--- config.mk ---
export PLATFORM = sky130hd
export DESIGN_NAME = normalizer_8bit_seq
export DESIGN_NICKNAME = d
export VERILOG_FILES = /design/src/rtl/normalizer_8bit_seq.sv
export SDC_FILE = /design/constraint.sdc
export NUM_CORES = 1
export LEC_CHECK = 0
export CAP_MARGIN = 20
export CORE_ASPECT_RATIO = 0.5
export CORE_MARGIN = 1.5
export CORE_UTILIZATION = 47
export CTS_CLUSTER_DIAMETER = 50
export DETAILED_ROUTE_END_ITERATION = 10
export PLACE_DENSITY = 0.77
export SLEW_MARGIN = 20
export SYNTH_ARGS = -nofsm -noshare
export SYNTH_HDL_FRONTEND = slang
export SYNTH_SLANG_ARGS = --single-unit
--- constraint.sdc ---
create_clock -name clk -period 4.4 [get_ports clk]
set_input_delay 0.44 -clock clk [delete_from_list [all_inputs] [get_ports clk]]
set_output_delay 0.44 -clock clk [all_outputs]
set_load 0.05 [all_outputs]
--- src/rtl/normalizer_8bit_seq.sv ---
// Iterative normalizer: shifts a nonzero operand one bit per clock until its first set bit
// reaches the MSB (lr=1) or the LSB (lr=0). It reports the normalized value and the shift count.
module normalizer_8bit_seq #(
  parameter int WIDTH = 8,
  parameter int CNT_W = 3
) (
  input  logic             clk,
  input  logic             rst,
  input  logic             start,
  input  logic             lr,
  input  logic [WIDTH-1:0] in,
  output logic             busy,
  output logic             done,
  output logic [WIDTH-1:0] out,
  output logic [CNT_W-1:0] n,
  output logic             zero
);

  typedef enum logic {IDLE, SHIFT} state_t;

  state_t             state_reg, state_next;
  logic               dir_reg, dir_next;
  logic [WIDTH-1:0]   sreg_reg, sreg_next;
  logic [CNT_W-1:0]   cnt_reg, cnt_next;
  logic               busy_reg, busy_next;
  logic               done_reg, done_next;
  logic [WIDTH-1:0]   out_reg, out_next;
  logic [CNT_W-1:0]   n_reg, n_next;
  logic               zero_reg, zero_next;
  logic               target_bit;

  always_ff @(posedge clk or posedge rst) begin
    if (rst) begin
      state_reg <= IDLE;
      dir_reg   <= 1'b0;
      sreg_reg  <= '0;
      cnt_reg   <= '0;
      busy_reg  <= 1'b0;
      done_reg  <= 1'b0;
      out_reg   <= '0;
      n_reg     <= '0;
      zero_reg  <= 1'b0;
    end else begin
      state_reg <= state_next;
      dir_reg   <= dir_next;
      sreg_reg  <= sreg_next;
      cnt_reg   <= cnt_next;
      busy_reg  <= busy_next;
      done_reg  <= done_next;
      out_reg   <= out_next;
      n_reg     <= n_next;
      zero_reg  <= zero_next;
    end
  end

  // The bit being searched for depends on the latched direction, not the live lr input.
  assign target_bit = dir_reg ? sreg_reg[WIDTH-1] : sreg_reg[0];

  always_comb begin
    state_next = state_reg;
    dir_next   = dir_reg;
    sreg_next  = sreg_reg;
    cnt_next   = cnt_reg;
    busy_next  = busy_reg;
    done_next  = 1'b0;
    out_next   = out_reg;
    n_next     = n_reg;
    zero_next  = zero_reg;

    case (state_reg)
      IDLE: begin
        if (start) begin
          dir_next = lr;
          if (in == '0) begin
            // An all-zero operand has no target bit, so it completes immediately.
            out_next  = '0;
            n_next    = '0;
            zero_next = 1'b1;
            done_next = 1'b1;
          end else begin
            sreg_next  = in;
            cnt_next   = '0;
            busy_next  = 1'b1;
            zero_next  = 1'b0;
            state_next = SHIFT;
          end
        end
      end
      SHIFT: begin
        if (target_bit) begin
          out_next   = sreg_reg;
          n_next     = cnt_reg;
          done_next  = 1'b1;
          busy_next  = 1'b0;
          state_next = IDLE;
        end else begin
          sreg_next = dir_reg ? (sreg_reg << 1) : (sreg_reg >> 1);
          cnt_next  = cnt_reg + CNT_W'(1);
        end
      end
      default: begin
        state_next = IDLE;
        busy_next  = 1'b0;
      end
    endcase
  end

  assign busy = busy_reg;
  assign done = done_reg;
  assign out  = out_reg;
  assign n    = n_reg;
  assign zero = zero_reg;

endmodule

==> flow_summary.ini, run 1 <==
[run_status]
status = complete, no violations

[route]
drt-initial-drc-count = 62
wl_per_cell_um = 15.4
drc = 0
wl_um = 2540
vias = 953
firstDrtPassIters = 4
vias_per_cell = 5.78
postRouteAntennaNets = 0

[die]
fp.dieW_um = 76.7
num_rows = 13
die_area_um2 = 3060
die_h_um = 39.9
core_area_um2 = 2590
start_util = 0.494
io_pins = 26

[timing]
max_freq_mhz = 408
slew_viol_final = 0
worstMarginPinSlew_ps = 1050
tns_ps = 0
post-route-period-util = 0.557
setup_viol = 0
period_needed_ps = 2450
fin_skew_ps = 5.78
rsz0062_at_grt = no
slew_headroom = 0.299
hold_viol_final = 0

[worst_setup_path]
r2r_cells = 3
crit_fanout = 14
reg2reg_to = out[1]
ff2ff_setup_slack_ps = 2000
path_class = input pin to flop
worst_ep_required_time_ps = 4560
arrival_ps = 2610
worstSetupEndpointType = flop
r2r-start = state_reg
setup.worst_path.start_class = input pin

[clock_tree]
cts_buffers = 3
clock-sinks = 27
cts.repair.resized = 0
path_clk_slew_ps = 90
h-tree-depth = 1
clk_latency_ps = 270
cts.path.max_buffers = 2
cts_setup_buffers = 0
cts_root_buf = clkbuf_8
holdBufCountCts = 0
cts_tree = yes

[yosys]
syn_area_per_cell_um2 = 12.2
synth_cell_type_count = 28
synth_fp_nets = 118
syn_inst = 105
ys_ff_latch = 27
synth.cell_area_um2 = 1280
synth_largest_area_cell = dfrtp_1
synth_area_leaders = dfrtp_1 (53%), a22o_1 (7.5%), mux2_2 (7.1%)
synth_top_area_frac = 0.529
synth-seq-area-share = 0.529
yosysWarnings = 0

[worst_hold_path]
min_path_cells = 1
whs_endpoint = n[1]
hold_class = flop to flop
hp-start = n[1]

[cells_and_area]
nNetsFinal = 142
final.fill_count = 205
diodes = 0
final_area_um2 = 1590
area_growth_pct = 24.2
drive_gt1_frac = 0.164

[global_routing]
grt_antenna_before_repair = 0
grt.total_usage = 0.188
grt_pass1_vias = 879
overflow = 0
grt_max_degree = 28
grt_pass1_wl_um = 4200

[place]
routabilityCongestion = 0.800
port_buffers = 25
hpwl_um = 1820
place_area_um2 = 1540

[power]
p_leak_nw = 0.666
power.density_nw_per_um2 = 825
ir_worst_vdd_mv = 0.402

[job]
cap_violations = 0
through the flow:
stage           util  total power [mW]  setup WS (ps)  hold WS, ps  cells
6_report       0.613              1.31           1950          501    165
3_5_place_dp   0.596              1.18           1680          480    161
2_1_floorplan      -             0.997           2900          493    105
5_1_grt        0.613              1.40           1810          522    165
4_1_cts        0.613              1.32           1960          507    165
3_3_place_gp   0.596              1.16           1740          483    161
synthesized netlist by cell type (all sizes together):
cell type	count
nor4	2
nor2b	1
a22o	11
or3	1
nor2	2
o2bb2ai	1
a31o	7
nand2b	3
buf	5
mux2i	1
nand2	4
a32o	6
nand3	3
o21ai	6
a21boi	1
o311a	2
a32oi	1
a211oi	1
mux2	8
inv	6
ha	1
clkbuf	1
dfrtp	27
or4	2
o211ai	2
area by class of cell:
cell class | count | area, µm² | share of cell area
inverters | 6 | 22.5 | 0.0142
repair buffers | 25 | 250 | 0.158
clock inverters | 1 | 5.00 | 0.00315
multi-input cells | 66 | 546 | 0.344
well taps | 37 | 46.3 | 0.0292
flip-flops and latches | 27 | 676 | 0.426
clock buffers | 3 | 41.3 | 0.0260
power breakdown:
group	switching (mW)	internal [mW]	leakage [nW]
Sequential	0.112	0.362	0.339
Clock	0.0698	0.0633	0.0255
Combinational	0.400	0.302	0.302
Total	0.582	0.727	0.666
cells by family after synthesis:
family                   count (synthesis)  synth area share
multiplexers                             9            0.0784
adder cells (fa/ha/maj)                  1           0.00979
buffers and inverters                   12            0.0441
AO/OA/AOI/OAI                           38             0.258
flip-flops                              27             0.529
AND/OR/NAND/NOR                         18            0.0813
critical path, stage by stage:
cell and delay, ps:
clkdlybuf4s50_1 440, nor2b_1 760, a32oi_1 620, a22o_1 350
how the worst max path moves through the flow:
| stage | start | to | depth (start not counted) |
|---|---|---|---|
| 6_report | start | out[1] | 4 |
| 5_1_grt | start | out[6] | 4 |
| 4_1_cts | start | out[1] | 4 |
| 3_5_place_dp | start | out[1] | 4 |
| 3_3_place_gp | start | out[0] | 4 |
| 2_1_floorplan | in[3] | sreg_reg[0] | 3 |
placed cells by master, fill, tap and decap left out, types with 2 or more instances in the layout:
cell,n
dfrtp_1,27
clkdlybuf4s50_1,25
a22o_1,11
mux2_2,8
a32o_1,6
inv_1,5
o21ai_0,5
nand2_1,4
a31o_2,4
a31o_1,3
nand2b_1,3
nand3_1,3
clkbuf_8,3
or4_4,2
nor4_1,2
nor2_1,2
o211ai_1,2
o311a_2,2
routing by layer:
| layer | GRT usage | vias up | routed length, µm |
|---|---|---|---|
| met4 | 0.0417 | 0 | 19 |
| li1 | - | 456 | - |
| met2 | 0.296 | 22 | 1090 |
| met3 | 0.0512 | 2 | 115 |
| met5 | 0 | - | 0 |
| met1 | 0.261 | 473 | 1310 |
Power figures use the tool's default switching activity.
==> run 2, diff against run 1 <==
--- a/config.mk
+++ b/config.mk
@@ -8,7 +8,7 @@
 export CAP_MARGIN = 20
 export CORE_ASPECT_RATIO = 0.5
 export CORE_MARGIN = 1.5
-export CORE_UTILIZATION = 47
+export CORE_UTILIZATION = 45
 export CTS_CLUSTER_DIAMETER = 50
 export DETAILED_ROUTE_END_ITERATION = 10
 export PLACE_DENSITY = 0.77
==> constraint.sdc (replaced) <==
create_clock -name clk -period 2.03 [get_ports clk]
set_input_delay 0.203 -clock clk [delete_from_list [all_inputs] [get_ports clk]]
set_output_delay 0.203 -clock clk [all_outputs]
set_load 0.05 [all_outputs]
==> flow_summary.ini, run 2 (synthesis gave the netlist of run 1 again) <==
[route]
vias_per_cell = 5.64
drt-initial-drc-count = 80
wl_per_cell_um = 14.9
firstDrtPassIters = 4
vias = 965
drc = 0
postRouteAntennaNets = 0
wl_um = 2550

[power]
p_int_mw = 1.64
p_clk_frac = 0.102
power.density_nw_per_um2 = 1790
switching_share = 0.437
p_leak_nw = 0.697
ir_worst_vdd_mv = 0.807
power_switching_mw = 1.27
combPwrFrac = 0.546
seq_power_share = 0.352

[worst_setup_path]
worst-path-stages = 1
crit_fanout = 2
crit_path_start = out[4]
crit_family = buffers and inverters
worstSetupEndpointType = output port
arrival_ps = 1440
setup.worst_path.start_class = flop
critPathSlowestCell = clkdlybuf4s50_1
slowest_delay_ps = 810
crit_end = out[4]
ff2ff_setup_slack_ps = 400
crit_chain = clkdlybuf4s50_1
r2r_cells = 4
reg2reg_to = out[1]
r2r-start = dir_reg
path_class = flop to output port
crit_buf_inv = 1
worst_ep_required_time_ps = 1830

[clock_tree]
cts_tree = yes
cts_root_buf = clkbuf_8
cts.path.max_buffers = 2
clock-sinks = 27
clk_latency_ps = 270
h-tree-depth = 1
cts_buffers = 3
holdBufCountCts = 0
path_clk_slew_ps = 90
cts.repair.resized = 0
cts_setup_buffers = 0

[timing]
tns_ps = 0
slew_headroom = 0.665
max_freq_mhz = 608
period_needed_ps = 1640
hold_viol_final = 0
setup_viol = 0
rsz0062_at_grt = no
fin_skew_ps = 4.07
worstMarginPinSlew_ps = 500
post-route-period-util = 0.810
slew_viol_final = 0

[place]
hpwl_um = 1890
port_buffers = 25
routabilityCongestion = 0.862
place_area_um2 = 1590

[cells_and_area]
final.fill_count = 213
final_cell_mix = dfrtp_1 (27), clkdlybuf4s50_1 (25), a22o_1 (11), mux2_2 (8)
mostFrequentLayoutCell = dfrtp_1
area_growth_pct = 27.6
nNetsFinal = 148
diodes = 0
drive_gt1_frac = 0.194
final_area_um2 = 1630

[job]
cap_violations = 0

[run_status]
status = complete, no violations

[die]
die_area_um2 = 3190
start_util = 0.482
core_area_um2 = 2650
die_h_um = 40.7
num_rows = 13
io_pins = 26
fp.dieW_um = 78.4

[global_routing]
grt_antenna_before_repair = 0
overflow = 0
grt_pass1_wl_um = 4070
grt_max_degree = 28
grt_pass1_vias = 839
grt.total_usage = 0.177

[worst_hold_path]
hold_class = input pin to async pin
[run 2: changes by cell type in the layout (fill, tap and decap cells not counted), sizes merged]
cell / change
inv: +1
clkbuf: +1
buf: +6
clkinv: -2
[run 2: layout make-up]
| class | count | area (µm²) | area share |
|---|---|---|---|
| flip-flops and latches | 27 | 676 | 0.414 |
| multi-input cells | 66 | 546 | 0.335 |
| repair buffers | 31 | 295 | 0.181 |
| well taps | 37 | 46.3 | 0.0284 |
| clock buffers | 4 | 45.0 | 0.0276 |
| inverters | 6 | 22.5 | 0.0138 |
[run 2: through the flow]
step           hold slack (ps)   util  instances  setup slack [ps]  power (mW)
2_1_floorplan              256      -        105               637        2.16
3_3_place_gp               485  0.598        167               172        2.60
3_5_place_dp               485  0.598        167               121        2.62
4_1_cts                    301  0.615        171               377        2.92
5_1_grt                    324  0.615        171               264        3.10
6_report                   287  0.615        171               386        2.91
[run 2: power by group through the flow]
stage               sequential, mW  combinational, mW  clock, mW
floorplan                     1.33              0.829          0
global placement              1.03               1.57          0
detailed placement            1.03               1.59          0
CTS                           1.02               1.60      0.304
global route                  1.06               1.71      0.322
finish                        1.03               1.59      0.296
[run 2: how the worst min path moves through the flow]
stage | start | endpoint | depth (start not counted)
floorplan | rst | busy | 1
global route | rst | dir_reg | 3
detailed placement | n[1] | n[1] | 1
CTS | rst | dir_reg | 3
global placement | n[1] | n[1] | 1
finish | rst | dir_reg | 3
[run 2: layer usage]
metal  vias up  track usage  share of wire
met5         -            0              0
li1        473            -              -
met2        19        0.293           0.45
met4         0       0.0268         0.0031
met3         3       0.0556          0.049
met1       470        0.240           0.50
==> run 3, diff against run 2 <==
==> constraint.sdc (replaced) <==
create_clock -name clk -period 1.34 [get_ports clk]
set_input_delay 0.134 -clock clk [delete_from_list [all_inputs] [get_ports clk]]
set_output_delay 0.134 -clock clk [all_outputs]
set_load 0.05 [all_outputs]
==> flow_summary.ini, run 3 (synthesis gave the netlist of run 1 again) <==
[place]
routabilityCongestion = 0.853
placed_cells_incl_taps = 178
hpwl_um = 2040
place_area_um2 = 1820
preCtsSetupSlack_ps = -397
port_buffers = 25

[die]
io_pins = 26
num_rows = 13
die_h_um = 40.7
core_area_um2 = 2650
start_util = 0.482
die_area_um2 = 3190
fp.dieW_um = 78.4

[power]
p_total_mw = 5.60
power.density_nw_per_um2 = 2810
ir_worst_vdd_mv = 1.39
p_leak_nw = 0.895

[timing]
fin_skew_ps = 5.29
period_needed_ps = 1450
max_freq_mhz = 689
worstMarginPinSlew_ps = 337
slew_headroom = 0.775
setup_viol = 20
hold_viol_final = 0
tns_ps = -1390
fin_ws_ps = -111
rsz0062_at_grt = yes
post-route-period-util = 1.08
slew_viol_final = 0

[route]
postRouteAntennaNets = 0
vias_per_cell = 5.79
routed.top_layer = met4
wl_per_cell_um = 18.3
drt-initial-drc-count = 66
wl_met1_um = 1580
drc = 0
wl_met2_um = 1670
vias = 1083
firstDrtPassIters = 4
route.met3.wl_um = 151
wl_um = 3430

[clock_tree]
cts_buffers = 3
cts.path.max_buffers = 2
cts_tree = yes
holdBufCountCts = 0
clk_latency_ps = 270
clock-sinks = 27
path_clk_slew_ps = 90
cts_root_buf = clkbuf_8
h-tree-depth = 1

[run_status]
violations = negative setup slack
status = finished, violations left

[cells_and_area]
nNetsFinal = 164
final_cell_mix = dfrtp_1 (26), buf_4 (17), buf_12 (14), a22o_1 (11)
area_growth_pct = 55.9
final_area_um2 = 1990
diodes = 0
drive_gt1_frac = 0.440
mostFrequentLayoutCell = dfrtp_1
fin_cells = 187

[worst_setup_path]
worstSetupEndpointType = flop
crit_fanout = 9
path_class = flop to flop
setup.worst_path.start_class = flop
arrival_ps = 1610
worst_ep_required_time_ps = 1500

[global_routing]
grt_pass1_wl_um = 4710
grt_antenna_before_repair = 0
overflow = 0
grt.total_usage = 0.203
grt_max_degree = 28
grt_pass1_vias = 984

[worst_hold_path]
hold_class = input pin to async pin

[job]
cap_violations = 0
run 3: changes by cell type in the layout (fill, tap and decap cells not counted), sizes merged:
cell / previous run / this run
buf: 6 / 35
clkdlybuf4s50: 25 / 5
dlygate4sd2: 0 / 5
dlymetal6s2s: 0 / 1
o21ai: 6 / 7
run 3: routing by layer:
| layer | GRT usage | vias to the layer above |
|---|---|---|
| met5 | 0 | - |
| met4 | 0.0313 | 0 |
| met3 | 0.0489 | 4 |
| met2 | 0.352 | 32 |
| met1 | 0.274 | 546 |
| li1 | - | 501 |
run 3: final timing paths:
kind	startpoint	to	slack (ps)	cells past startpoint
max in group asynchronous	rst	dir_reg	850	3
hold / removal	rst	sreg_reg[7]	220	3
setup / recovery	sreg_reg[7]	cnt_reg[2]	-110	4
min in group clk	in[6]	busy	380	4
hold reg to reg	cnt_reg[1]	n[1]	550	1
setup reg to reg	sreg_reg[7]	cnt_reg[2]	-110	4
run 3: layout make-up:
| cell class | instances | area (µm²) |
|---|---|---|
| Clock buffer | 4 | 45.0 |
| Sequential cell | 27 | 677 |
| Inverter | 6 | 22.5 |
| Multi-Input combinational cell | 67 | 642 |
| Fill cell | 161 | 659 |
| Timing Repair Buffer | 46 | 559 |
| Tap cell | 37 | 46.3 |
run 3: worst max-delay path, stage by stage, from the launching register on:
cell     delay [ps]
dfrtp_1         460
mux2i_1         230
buf_4           220
nand2_2         150
a31o_2          270
run 3: metrics by stage:
| step | util | hold slack [ps] |
|---|---|---|
| floorplan | - | 187 |
| global placement | 0.687 | 509 |
| detailed placement | 0.687 | 521 |
| CTS | 0.718 | 230 |
| global route | 0.751 | 280 |
| finish | 0.751 | 223 |
run 3: timing repair:
action / CTS / global route
gates resized for setup: 11 / 22
pin swaps: 11 / 4
gates cloned: 1 / 1
buffers inserted: 2 / 1
endpoints found under the setup margin: 25 / 23
run 3: power breakdown:
group          internal [mW]  switching [mW]
clock network          0.213           0.235
registers               1.19           0.410
logic                   1.83            1.72
total                   3.24            2.36
